File: src/rtl/la_aopipe.sv
// la_aopipe: N-term AND-OR / OR-AND reduction followed by a STAGES-deep
// valid/ready register pipeline with full backpressure.
//
// Ports:
//   clk        clock, all state updates on the rising edge
//   nreset     asynchronous active-low reset, clears every stage
//   in_valid   input transaction valid
//   in_ready   block accepts the input transaction this cycle
//   mode       0: z = OR_i (a_i & b_i), 1: z = AND_i (a_i | b_i)
//   a, b       N packed operand terms, term i = x[i*DW +: DW]
//   out_valid  result valid (last stage valid bit)
//   out_ready  downstream accepts the result
//   z          reduction result (last stage data register)
//
// PROP is an implementation property string carried for compatibility; it
// has no functional effect.
module la_aopipe #(
    parameter int N      = 3,
    parameter int DW     = 1,
    parameter int STAGES = 2,
    parameter     PROP   = "DEFAULT"
) (
    input  logic            clk,
    input  logic            nreset,
    input  logic            in_valid,
    output logic            in_ready,
    input  logic            mode,
    input  logic [N*DW-1:0] a,
    input  logic [N*DW-1:0] b,
    output logic            out_valid,
    input  logic            out_ready,
    output logic [DW-1:0]   z
);

    logic [DW-1:0]             red;
    logic [STAGES-1:0]         v_q;
    logic [STAGES-1:0][DW-1:0] d_q;
    logic [STAGES:0]           rdy;
    logic [STAGES-1:0]         load;
    logic [STAGES-1:0]         drain;
    logic [STAGES-1:0][DW-1:0] din;
    logic                      all_full;

    // Bitwise reduction over the terms; the seed is the identity of the outer
    // operator (0 for OR, all-ones for AND).
    always_comb begin
        red = {DW{mode}};
        for (int i = 0; i < N; i++) begin
            if (mode) begin
                red = red & (a[i*DW +: DW] | b[i*DW +: DW]);
            end else begin
                red = red | (a[i*DW +: DW] & b[i*DW +: DW]);
            end
        end
    end

    // rdy[k] is the ready seen by stage k (rdy[0] feeds the input). Stage k may
    // take data when the output is ready or any stage from k onward has a
    // bubble. Accumulating a running "all full" flag keeps the chain free of
    // self-referencing vector bits.
    always_comb begin
        rdy[STAGES] = out_ready;
        all_full    = 1'b1;
        for (int k = STAGES - 1; k >= 0; k--) begin
            all_full = all_full & v_q[k];
            rdy[k]   = out_ready | ~all_full;
        end
    end

    // Reset gating keeps the input closed while nreset is low; in_valid never
    // feeds in_ready.
    assign in_ready = rdy[0] & nreset;

    always_comb begin
        load    = '0;
        drain   = '0;
        din     = '0;
        load[0] = in_valid & in_ready;
        din[0]  = red;
        for (int j = 1; j < STAGES; j++) begin
            load[j] = v_q[j-1] & rdy[j];
            din[j]  = d_q[j-1];
        end
        for (int j = 0; j < STAGES; j++) begin
            drain[j] = v_q[j] & rdy[j+1];
        end
    end

    // A draining stage keeps its data; only the valid bit clears.
    always_ff @(posedge clk or negedge nreset) begin
        if (!nreset) begin
            v_q <= '0;
            d_q <= '0;
        end else begin
            for (int j = 0; j < STAGES; j++) begin
                if (load[j]) begin
                    v_q[j] <= 1'b1;
                    d_q[j] <= din[j];
                end else if (drain[j]) begin
                    v_q[j] <= 1'b0;
                end
            end
        end
    end

    assign out_valid = v_q[STAGES-1];
    assign z         = d_q[STAGES-1];

endmodule

File: config.mk
export PLATFORM = sky130hd
export DESIGN_NAME = la_aopipe
export DESIGN_NICKNAME = d
export VERILOG_FILES = /design/src/rtl/la_aopipe.sv
export SDC_FILE = /design/constraint.sdc
export NUM_CORES = 1
export LEC_CHECK = 0
export ABC_AREA = 1
export ABC_CLOCK_PERIOD_IN_PS = 1100
export CAP_MARGIN = 20
export CORE_AREA = 2 2 39 41
export DETAILED_ROUTE_END_ITERATION = 8
export DIE_AREA = 0 0 41 43
export MAX_ROUTING_LAYER = met4
export PLACE_DENSITY = 0.48
export RECOVER_POWER = 50
export SKIP_LAST_GASP = 1
export SYNTH_ARGS = -nofsm -noshare
export SYNTH_HDL_FRONTEND = slang
export SYNTH_SLANG_ARGS = --single-unit
File: constraint.sdc
create_clock -name clk -period 1.1 [get_ports clk]
set_clock_uncertainty 0.15 [all_clocks]
set_input_delay 0.275 -clock clk [delete_from_list [all_inputs] [get_ports clk]]
set_output_delay 0.275 -clock clk [all_outputs]
set_load 0.05 [all_outputs]
==> metrics.cfg <==
[drt]
drt_first_pass_iters=2
drc=0
vias=291
vias_per_cell=3.93
drtIter0Drc=1
drt-total-wl_um=549
wl_per_cell_um=7.42
ant_nets=0

[die]
pin_count=14
num_rows=14
die-width_um=41
start_util_pct=16.1
dieArea_um2=1760
core_area_um2=1380
die_h_um=43

[timing]
drv_slew=0
worstMarginPinSlew_ps=216
setup_ws_ps=-351
rsz0062_at_grt=true
fmax_ghz=0.689
finalSetupViolCount=4
hold_viol_final=0
period_minus_slack_ps=1450
whs_ps=339
maxSlewHeadroom_pct=85.6
period_share_pct=132

[pwr]
peakVddDrop_mv=0.298
power.density_nw_per_um2=1350
leakage_nw=0.252

[synthesis]
synth_area_per_cell_um2=6.75
syn_inst=33
syn-num-nets=44
yosysWarningCount=0
synth_seq_area_share_pct=44.9
netlist_area_um2=223
ys_ff_latch=4
synth.distinct_cells=9

[finish]
area_growth_pct=128
layout-drive-gt1-share_pct=36.2
instances_no_fill=74
n_antenna_cell=0
fin_util_pct=36.7
fill_cells=158
nets=70
final_common_cell=nand2_1
layout_common_cells=nand2_1, clkdlybuf4s50_1, nor2_1, buf_4

[setup_path]
reg2reg_to=d_q[0]
crit_path_max_fanout=2
cp_num_buf_inv=2
r2r_cells=5
crit_path_cell_trace=nand3_2 > nand2_2 > clkinvlp_4 > buf_12
startpoint_type=register
cp-startpoint=v_q[1]
setup.worst_path.class=register to output port
r2r_start=v_q[1]
rrSetupSlack_ps=-20
slowest_delay_ps=370
crit_path_end_kind=output port
slowest_stage=dfrtp_2
crit_family=flip-flops
cp.arrival_ps=1030
crit_required_ps=670

[place]
io_buffers=13
gp_congestion=0.612
hpwlAfterDp_um=439
dp.cells=66

[clock_tree]
cts_tree=yes
numCtsBuffers=3
cts_root_buf=clkbuf_4
cts_buffer_depth=2
clk_latency_ps=250
cts_max_level=1
cts_num_sinks=4
path_clk_slew_ps=40

[global_route]
grt_antenna_before_repair=0
grt_max_degree=5
grt_pass1_vias=256
grt_overflow=0
groute.usage.overall_pct=8.55
grt_pass1_wl_um=883

[hold_path]
worstHoldPathType=register to register
hold_path_depth=2
hold_path.startpoint=d_q[0]
hold-path-endpoint=d_q[0]

[flow_run]
drv_cap=0

[outcome]
outcome=complete, but fails checks
failed_checks=setup timing

## worst max path at each step
stage	end	slack (ps)	cells past startpoint
after floorplan	in_ready	-310	3
after global placement	in_ready	-500	6
after detailed placement	in_ready	-490	6
after CTS	in_ready	-380	4
after global routing	in_ready	-400	4
final	in_ready	-350	4
## stage by stage
stage / area [um^2] / power [W] / worst slack, ps / TNS (ps)
final: 508 / 0.000688 / -351 / -784
after global routing: 508 / 0.000736 / -401 / -952
after CTS: 487 / 0.000687 / -380 / -845
after detailed placement: 438 / 0.000455 / -490 / -1570
after global placement: 438 / 0.000452 / -500 / -1600
after floorplan: 228 / 0.000299 / -314 / -363
## cell families (layout without fill, tap and decap cells)
kind of cell,count (synthesis),in the layout,synth area share (%)
and+or+nand+nor,23,23,43.8
AOI/OAI and AO/OA,2,2,4.49
DFF,4,4,44.9
buffers and inverters,4,29,6.74
## synthesized netlist by cell type
library cell  instances  area share (%)
nand2_2               1             2.8
o21ai_1               1             2.2
nand3_1               2             4.5
inv_1                 4             6.7
nor2_1                6              10
o21ai_0               1             2.2
dfrtp_1               4              45
nand3_2               1             4.5
nand2_1              13              22
## sequential cells by signal (all words and copies together), names as in the netlist
register  flops
d_q           1
z             1
v_q           2
## where the power goes
part	internal (W)	total [W]	switching, W
clock network	0.000137	0.000208	0.0000711
logic	0.000154	0.000285	0.000131
registers	0.000174	0.000195	0.0000216
## worst register-to-register path: cells and delay by family, from the launching register on
family / cells / cell delay, ps
DFF: 1 / 410
and+or+nand+nor: 3 / 200
buffers and inverters: 1 / 150
AOI/OAI and AO/OA: 1 / 100
## area by class of cell
class	instances	area, um^2	area share [%]
clock buffers	4	26.3	5.17
inverters	4	18.8	3.69
multi-input cells	25	125	24.6
flip-flops and latches	4	101	20.0
well taps	16	20.0	3.94
repair buffers	21	216	42.6
## routing by layer
metal | wire length, um | vias to the layer above | track usage (%)
li1 | - | 149 | -
met1 | 187 | 122 | 6.77
met2 | 266 | 16 | 11.9
met3 | 69 | 4 | 3.14
met4 | 26 | 0 | 12.0
met5 | 0 | - | -
## repair_timing
action                                  CTS  global route
endpoints found under the hold margin     4             0
gates resized for setup                   3             6
endpoints found under the setup margin    5             6
hold buffers                              1             0
setup buffers                             2             1
pin swaps                                 2             1
Note: power is estimated with default switching activity, not from simulation.
